$ cat src/rtl/piece_spawner.sv
// ---------------------------------------------------------------------------
// tetris_pkg: shared piece/rotation types for the game datapath.
//
// piece_spawner: supplies new pieces to the game executioner.
//   A 7-bag randomizer, indexed by a 16-bit Galois LFSR, fills a shallow
//   preview FIFO. The executioner pops the head with a one-cycle spawn_req.
//
// Ports:
//   game_clk        block clock
//   reset           synchronous, active-high reset
//   spawn_req       one-cycle pop of the FIFO head
//   entropy         XORed into LFSR bit 15 on every step
//   new_piece       FIFO head as a spawn-ready active piece (x=4, y=0, ROT_0)
//   piece_valid     FIFO non-empty
//   next_piece_type entry behind the head (0 if fewer than 2 entries)
//   queue_count     current FIFO occupancy
//   piece_count     accepted pops, wraps at 2^16
//   underflow       sticky: spawn_req seen while the FIFO was empty
// ---------------------------------------------------------------------------
package tetris_pkg;

  typedef enum logic [2:0] {
    PIECE_I = 3'd0,
    PIECE_O = 3'd1,
    PIECE_T = 3'd2,
    PIECE_S = 3'd3,
    PIECE_Z = 3'd4,
    PIECE_J = 3'd5,
    PIECE_L = 3'd6
  } piece_type_t;

  typedef enum logic [1:0] {
    ROT_0   = 2'd0,
    ROT_90  = 2'd1,
    ROT_180 = 2'd2,
    ROT_270 = 2'd3
  } rotation_t;

  typedef struct packed {
    piece_type_t piece_type;
    logic [3:0]  x;
    logic [4:0]  y;
    rotation_t   rotation;
  } active_piece_t;

endpackage

module piece_spawner #(
  parameter int          PREVIEW_DEPTH = 3,
  parameter logic [15:0] SEED          = 16'hACE1
) (
  input  logic                      game_clk,
  input  logic                      reset,
  input  logic                      spawn_req,
  input  logic                      entropy,
  output tetris_pkg::active_piece_t new_piece,
  output logic                      piece_valid,
  output logic [2:0]                next_piece_type,
  output logic [2:0]                queue_count,
  output logic [15:0]               piece_count,
  output logic                      underflow
);

  // An all-zero LFSR would lock up, so a zero seed is promoted to 1.
  localparam logic [15:0] SEED_EFF = (SEED == 16'h0000) ? 16'h0001 : SEED;
  localparam logic [2:0]  DEPTH_Q  = 3'(PREVIEW_DEPTH);
  localparam logic [3:0]  SPAWN_X  = 4'd4;
  localparam logic [4:0]  SPAWN_Y  = 5'd0;

  typedef enum logic {
    FILL = 1'b0,
    RUN  = 1'b1
  } state_t;

  state_t      state_reg, state_next;
  logic [15:0] lfsr_reg, lfsr_next;
  logic [6:0]  used_reg, used_next;
  logic [2:0]  count_reg, count_next;
  logic [15:0] piece_count_reg, piece_count_next;
  logic        underflow_reg, underflow_next;
  logic [2:0]  fifo_reg  [PREVIEW_DEPTH];
  logic [2:0]  fifo_next [PREVIEW_DEPTH];

  logic        push, pop;
  logic [2:0]  wr_pos;
  logic [2:0]  used_ones;
  logic [2:0]  remaining;
  logic [2:0]  idx;
  logic [2:0]  pick;
  logic [2:0]  zero_seen;
  logic [6:0]  used_marked;
  logic [15:0] lfsr_step;

  assign push   = (count_reg < DEPTH_Q);
  assign pop    = spawn_req && (count_reg != 3'd0);
  // With a simultaneous pop the queue shifts first, so the tail slot moves down one.
  assign wr_pos = count_reg - {2'b00, pop};

  // Bag selection: idx-th unused code, counting unused codes from the LSB.
  always_comb begin
    used_ones = 3'd0;
    for (int i = 0; i < 7; i++) begin
      used_ones = used_ones + {2'b00, used_reg[i]};
    end
    // The mask is cleared when it fills, so remaining is always 1..7.
    remaining = 3'd7 - used_ones;
    idx       = 3'(lfsr_reg[7:0] % {5'd0, remaining});

    pick      = 3'd0;
    zero_seen = 3'd0;
    for (int i = 0; i < 7; i++) begin
      if (!used_reg[i]) begin
        if (zero_seen == idx) begin
          pick = 3'(i);
        end
        zero_seen = zero_seen + 3'd1;
      end
    end
  end

  // FIFO slots: optional shift toward the head, then optional write at wr_pos.
  genvar gi;
  generate
    for (gi = 0; gi < PREVIEW_DEPTH; gi++) begin : g_slot
      logic [2:0] shifted;
      if (gi + 1 < PREVIEW_DEPTH) begin : g_mid
        assign shifted = pop ? fifo_reg[gi+1] : fifo_reg[gi];
      end else begin : g_last
        assign shifted = pop ? 3'd0 : fifo_reg[gi];
      end
      assign fifo_next[gi] = (push && (wr_pos == 3'(gi))) ? pick : shifted;

      always_ff @(posedge game_clk) begin
        if (reset) begin
          fifo_reg[gi] <= 3'd0;
        end else begin
          fifo_reg[gi] <= fifo_next[gi];
        end
      end
    end
  endgenerate

  // Next-state logic for the LFSR, bag, counters and status FSM.
  always_comb begin
    lfsr_step        = {1'b0, lfsr_reg[15:1]} ^ (lfsr_reg[0] ? 16'hB400 : 16'h0000);
    lfsr_step[15]    = lfsr_step[15] ^ entropy;
    lfsr_next        = (lfsr_step == 16'h0000) ? 16'h0001 : lfsr_step;

    used_marked      = used_reg | (7'b000_0001 << pick);
    used_next        = used_reg;
    if (push) begin
      used_next = (used_marked == 7'h7F) ? 7'h00 : used_marked;
    end

    count_next       = 3'(count_reg + {2'b00, push} - {2'b00, pop});
    piece_count_next = piece_count_reg + {15'd0, pop};
    underflow_next   = underflow_reg | (spawn_req && (count_reg == 3'd0));

    state_next       = state_reg;
    case (state_reg)
      FILL:    if (count_next == DEPTH_Q) state_next = RUN;
      RUN:     state_next = RUN;
      default: state_next = FILL;
    endcase
  end

  always_ff @(posedge game_clk) begin
    if (reset) begin
      state_reg       <= FILL;
      lfsr_reg        <= SEED_EFF;
      used_reg        <= 7'h00;
      count_reg       <= 3'd0;
      piece_count_reg <= 16'd0;
      underflow_reg   <= 1'b0;
    end else begin
      state_reg       <= state_next;
      lfsr_reg        <= lfsr_next;
      used_reg        <= used_next;
      count_reg       <= count_next;
      piece_count_reg <= piece_count_next;
      underflow_reg   <= underflow_next;
    end
  end

  // Outputs are decoded from registers only.
  assign piece_valid          = (count_reg != 3'd0);
  assign queue_count          = count_reg;
  assign piece_count          = piece_count_reg;
  assign underflow            = underflow_reg;
  assign next_piece_type      = (count_reg >= 3'd2) ? fifo_reg[1] : 3'd0;
  assign new_piece.piece_type = tetris_pkg::piece_type_t'(piece_valid ? fifo_reg[0] : 3'd0);
  assign new_piece.x          = SPAWN_X;
  assign new_piece.y          = SPAWN_Y;
  assign new_piece.rotation   = tetris_pkg::ROT_0;

endmodule

$ cat config.mk
export PLATFORM = sky130hd
export DESIGN_NAME = piece_spawner
export DESIGN_NICKNAME = d
export VERILOG_FILES = /design/src/rtl/piece_spawner.sv
export SDC_FILE = /design/constraint.sdc
export NUM_CORES = 1
export LEC_CHECK = 0
export CORE_AREA = 10 10 98 100
export CTS_CLUSTER_DIAMETER = 200
export DETAILED_ROUTE_END_ITERATION = 10
export DIE_AREA = 0 0 108 110
export GPL_TIMING_DRIVEN = 0
export PLACE_DENSITY = 0.8
export REMOVE_ABC_BUFFERS = 1
export SETUP_SLACK_MARGIN = 0.4
export SYNTH_ARGS = -nofsm -noshare
export SYNTH_HDL_FRONTEND = slang
export SYNTH_SLANG_ARGS = --single-unit
$ cat constraint.sdc
create_clock -name game_clk -period 15.8 [get_ports game_clk]
set_clock_uncertainty 0.05 [all_clocks]
set_input_delay 3.16 -clock game_clk [delete_from_list [all_inputs] [get_ports game_clk]]
set_output_delay 3.16 -clock game_clk [all_outputs]
set_load 0.02 [all_outputs]
# Word-level counts from Yosys, hierarchy flattened
# Memories as Yosys holds them, arrays and structs flattened.
# Cells that the tools add are included.
classes:
  add_sub_neg: 16
  div: 1
  order_cmp: 2
  eq_ne: 9
  shift: 1
  n_mux: 35
  bitwise_logic: 7
  reduce_logical: 10
ops:
  columns: ["operator", "count"]
  rows:
  - ["3-bit 2-to-1 mux", 26]
  - ["16-bit 2-to-1 mux", 2]
  - ["3-bit equality test", 6]
  - ["16-bit by 1-bit adder with 16-bit output", 1]
  - ["16-bit zero test", 1]
  - ["15-bit by 16-bit bitwise XOR with 16-bit output", 1]
  - ["3-bit by 1-bit adder with 3-bit output", 5]
  - ["3-bit by 1-bit adder with 3-bit output (second input constant)", 5]
  - ["8-bit by 3-bit remainder unit with 8-bit output", 1]
  - ["7-bit equality test (second input constant)", 1]
  - ["7-bit 2-to-1 mux", 1]
  - ["7-bit bitwise OR", 1]
  - ["1-bit by 3-bit left shift with 7-bit output (first input constant)", 1]
  - ["3-bit zero test", 2]
  - ["1-bit 2-to-1 mux", 6]
  - ["3-bit by 1-bit subtractor with 3-bit output", 2]
  - ["1-bit logical AND", 5]
  - ["1-bit bitwise OR", 4]
  - ["2-bit by 1-bit adder with 3-bit output", 1]
  - ["3-bit by 1-bit equality test with 1-bit output (second input constant)", 1]
  - ["3-bit by 2-bit equality test with 1-bit output (second input constant)", 1]
  - ["3-bit by 2-bit greater-or-equal comparator with 1-bit output (second input constant)", 1]
  - ["3-bit by 2-bit less-than comparator with 1-bit output (second input constant)", 1]
  - ["3-bit nonzero test", 1]
  - ["other kinds (4)", 4]
totals:
  reg_bits: 43
  mem_bits_rw: 9
  input_bits: 4
  output_inout_bits: 38
  elab_cells: 88
  mem_count: 1
mem_list:
  columns: ["name", "words", "width", "rd", "rd_ports_with_merged_regs", "write_ports", "line", "source"]
  rows:
  - ["fifo_reg", 3, 3, 3, 0, 3, "81", "logic [2:0] fifo_reg [PREVIEW_DEPTH];"]

# Longest topological paths before layout
depth:
  ltp_word: 25
  depth_mapped: 63
  mapped_depth_nobuf: 62

# Worst setup path before layout
# OpenSTA, ideal clock, no wires.
synth_path:
  path_kind: "reg2reg"
  startpoint: "register used_reg[1]"
  endpoint: "register used_reg[6]"
  setup_ns: 0.141
  arrival_time_ns: 13.080
  required_ns: 15.609
  path_slack_ns: 2.528
  path_stages_with_launch: 61
  cell_sequence: "dfxtp_1 > fa_1 > ha_1 > inv_1 > fa_1 > inv_1 > ha_1 > xnor2_2 > and3_1 > nor2_1 > ha_1 > or3_1 > nand4b_1 > o31ai_1 > ha_1 > a21oi_1 > nand2_1 > a21oi_1 > (+25 left out) > a211o_1 > nor2_1 > mux2i_2 > ha_1 > nand2_1 > nand2_1 > a21o_1 > a211o_1 > clkbuf_1 > a22o_1 > or4_1 > and2_0 > o32a_1 > nor2_1 > a21oi_1 > a2111o_1 > a211oi_4 > a211oi_2"
synth_between:
  elab_chain_cells: 25
  elab_cells_between_ends: 39
  cone_classes: "add/sub (11); div (1); eq/ne (7); shift (1); mux (18); bitwise (1)"
synth_rtl:
  columns: ["element", "line", "source"]
  rows:
  - ["start, declared", "77", "logic [6:0] used_reg, used_next;"]
  - ["start signal, assigned", "178", "used_reg <= used_next;"]
  - ["1-bit by 1-bit adder with 2-bit output", "103", "used_ones = used_ones + {2'b00, used_reg[i]};"]
  - ["2-bit by 1-bit adder with 3-bit output", "103", null]
  - ["3-bit by 1-bit adder with 3-bit output (4 in series)", "103", null]
  - ["3-bit subtractor", "106", "remaining = 3'd7 - used_ones;"]
  - ["8-bit by 3-bit remainder unit with 8-bit output", "107", "idx = 3'(lfsr_reg[7:0] % {5'd0, remaining});"]
  - ["3-bit equality test", "113", "if (zero_seen == idx) begin"]
  - ["1-bit 2-to-1 mux", "113", null]
  - ["1-bit 2-to-1 mux", "112", "if (!used_reg[i]) begin"]
  - ["(+6 left out)", null, null]
  - ["3-bit 2-to-1 mux", "113", null]
  - ["3-bit 2-to-1 mux", "112", null]
  - ["3-bit 2-to-1 mux", "113", null]
  - ["3-bit 2-to-1 mux", "112", null]
  - ["1-bit by 3-bit left shift with 7-bit output", "149", "used_marked = used_reg | (7'b000_0001 << pick);"]
  - ["7-bit bitwise OR (*)", "149", null]
  - ["7-bit equality test", "152", "used_next = (used_marked == 7'h7F) ? 7'h00 : used_marked;"]
  - ["7-bit 2-to-1 mux (*)", "152", null]
# Every way passes the cells marked *; elsewhere a longest branch is shown, timed or not.
# A chain may end at the register's enable or synchronous reset.

# Final worst setup path
layout_path:
  startpoint: "register used_reg[4]"
  endpoint: "register used_reg[6]"
layout_between:
  elab_chain_cells: 22
  elab_cells_between_ends: 30
  cone_classes: "add/sub (5); div (1); eq/ne (7); shift (1); mux (15); bitwise (1)"
layout_rtl:
  columns: ["element", "line"]
  rows:
  - ["3-bit by 1-bit adder with 3-bit output (3 in series)", "103"]
  - ["3-bit subtractor", "106"]
  - ["8-bit by 3-bit remainder unit with 8-bit output", "107"]
  - ["3-bit equality test", "113"]
  - ["1-bit 2-to-1 mux", "113"]
  - ["1-bit 2-to-1 mux", "112"]
  - ["3-bit 2-to-1 mux", "113"]
  - ["3-bit 2-to-1 mux", "112"]
  - ["(+4 left out)", null]
  - ["3-bit 2-to-1 mux", "113"]
  - ["3-bit 2-to-1 mux", "112"]
  - ["3-bit 2-to-1 mux", "113"]
  - ["3-bit 2-to-1 mux", "112"]
  - ["1-bit by 3-bit left shift with 7-bit output", "149"]
  - ["7-bit bitwise OR (*)", "149"]
  - ["7-bit equality test", "152"]
  - ["7-bit 2-to-1 mux (*)", "152"]
# Marked as above.

==> impl_metrics.yaml <==
die:
  chipHeight_um: 110
  ios: 42
  die_w_um: 108
  rows: 32
  die_area_um2: 11900
  initial_core_util_pct: 57.8
  fp.coreArea_um2: 7650
setup_path:
  worstPathMaxFanout: 11
  end_kind: "flop"
  required_ns: 15.97
  cp_slowest_stage_delay_ns: 0.60
  cp.arrival_ns: 14.58
  start_kind: "flop"
  critPathKind: "reg2reg"
  crit_slowest_cell: "fa_1"
  cp_common_cell: "ha_1"
clock_network:
  cts.path.max_buffers: 2
  clock_latency_ns: 0.30
  cts_tree: "yes"
  clock_sinks: 52
  clkTransAtPathRegs_ns: 0.09
  h-tree-depth: 2
  cts-root-buf: "clkbuf_8"
  cts_made_buffers: 5
timing:
  slew-limit-headroom_pct: 37.8
  worst_slew_pin_slew_ns: 0.933
  period_share_pct: 91.2
  hold_viol: 0
  fin_crit_ns: 14.41
  fin_tns_setup_ns: 0
  slew_violations: 0
  rsz0062_at_grt: "no"
  finalSetupViolations: 0
  fmax_mhz: 69.4
synth:
  avgSynthCellArea_um2: 8.36
  synth-seq-area-share_pct: 23.5
  post-synth-top-area-cell: "dfxtp_1"
  netlist.area_leader.share_pct: 23.5
  yosysWarnings: 0
  async_flop_share_pct: 0
  synth_edf_count: 0
  synth_ff_type: "dfxtp_1"
  ys_ff_latch: 52
  synthCells: 529
  synth_cell_type_count: 90
  syn_area_um2: 4420
  synthTopCellsByArea: "dfxtp_1 (24%), ha_1 (11%), nor2_1 (4.0%)"
global_routing:
  grt_pass1_wl_mm: 16.5
  grt_pass1_vias: 3732
  gr-usage-all-layers_pct: 16.4
  overflow: 0
  antenna_found_initial: 0
  grt_max_degree: 51
route:
  drtAntennaViolNets: 0
  dr.pass1.iters: 4
  vias_per_cell: 5.88
  drc: 0
  vias: 3844
  wl_per_cell_um: 15.0
  drt_iter0_markers: 163
  wl_mm: 9.83
finish:
  final_cell_mix: "dfxtp_1 (50), nor2_1 (47), ha_1 (37), nand2_1 (33), inv_1 (31)"
  nets: 598
  fin_cells: 654
  drive_above_1_share_pct: 12.1
  fillers: 640
  n_antenna_cell: 0
  syn_to_final_growth_pct: 10.9
  final_common_cell: "dfxtp_1"
  seq_area_um2: 1040
  multi_input_area_um2: 3150
min_path:
  hold_path_class: "reg2reg"
placement:
  gp_congestion: 0.840
  port_buffers: 30
  dpl.hpwl_mm: 7.51
  dp.cells: 641
run:
  maxCapViolCount: 0
outcome:
  outcome: "complete, no violations"
layout make-up:
type,count,share of cell area [%]
Multi-Input combinational cell,424,64.3
Sequential cell,52,21.3
Timing Repair Buffer,35,7.04
Tap cell,102,2.60
Inverter,33,2.53
Clock buffer,6,1.48
Clock inverter,2,0.715
logic make-up (layout without fill, tap and decap cells):
kind of cell / after synthesis / in the layout / synth area share, %
other: 2 / 11 / 0.170
AO/OA/AOI/OAI: 120 / 120 / 21.3
multiplexers: 15 / 15 / 4.08
buffers and inverters: 62 / 76 / 6.54
AND/OR/NAND/NOR: 209 / 209 / 26.0
flip-flops: 52 / 52 / 23.5
adder cells (fa/ha/maj): 43 / 43 / 13.0
XOR/XNOR: 26 / 26 / 5.32
cell usage after synthesis, types with 6 or more instances:
library cell,instances
a21oi_1,19
and2_1,10
buf_4,11
clkbuf_1,15
dfxtp_1,52
ha_1,38
inv_1,31
mux2i_1,7
nand2_1,33
nand2b_1,10
nand3_1,23
nor2_1,47
nor2b_1,12
nor3_1,14
nor3_2,8
nor4_1,6
o21a_1,10
o21ai_0,18
or2_2,6
or3_1,13
xnor2_1,18
xor2_1,7
per-stage QoR:
step / hold slack (ns) / util, % / instance area [um2] / worst slack [ns]
5_1_grt: 0.424 / 64.1 / 4900 / 0.407
2_1_floorplan: 0.369 / - / 4290 / 2.54
6_report: 0.404 / 64.1 / 4900 / 1.39
3_3_place_gp: 0.375 / 61.7 / 4720 / 1.03
4_1_cts: 0.404 / 63.0 / 4820 / 0.641
3_5_place_dp: 0.382 / 61.6 / 4710 / 0.697
per-layer routing:
metal  global-route usage (%)  up-vias  wire (um)
met2                     27.4      105       4630
met1                     19.9     1790       4270
met4                     4.68        0        155
met3                     4.99       13        768
met5                        0        -          0
li1                         -     1936          -
worst max-delay path, delay by kind of cell (launching register included):
kind | cells | cell delay [ns]
compound gates | 25 | 5.35
fa+ha+maj | 11 | 3.99
simple gates | 16 | 2.97
mux | 3 | 1.10
buf+inv | 5 | 0.46
flops | 1 | 0.39
what timing repair did:
item,in CTS,in global routing
endpoints found under the setup margin,0,16
resized for setup,0,9
hold buffers,0,0
setup buffers,0,5
worst paths after layout:
| check | start | cells past startpoint | endpoint | slack (ns) |
|---|---|---|---|---|
| worst max-delay path | used_reg[4] | 60 | used_reg[6] | 1.39 |
| worst min-delay path | lfsr_reg[8] | 1 | lfsr_reg[7] | 0.40 |
| worst max register to register | used_reg[4] | 60 | used_reg[6] | 1.39 |
| worst min register to register | lfsr_reg[8] | 1 | lfsr_reg[7] | 0.40 |
Power of run 1 is not shown: default switching activity piles up to over one toggle a cycle in this logic, so the estimate is an artifact.
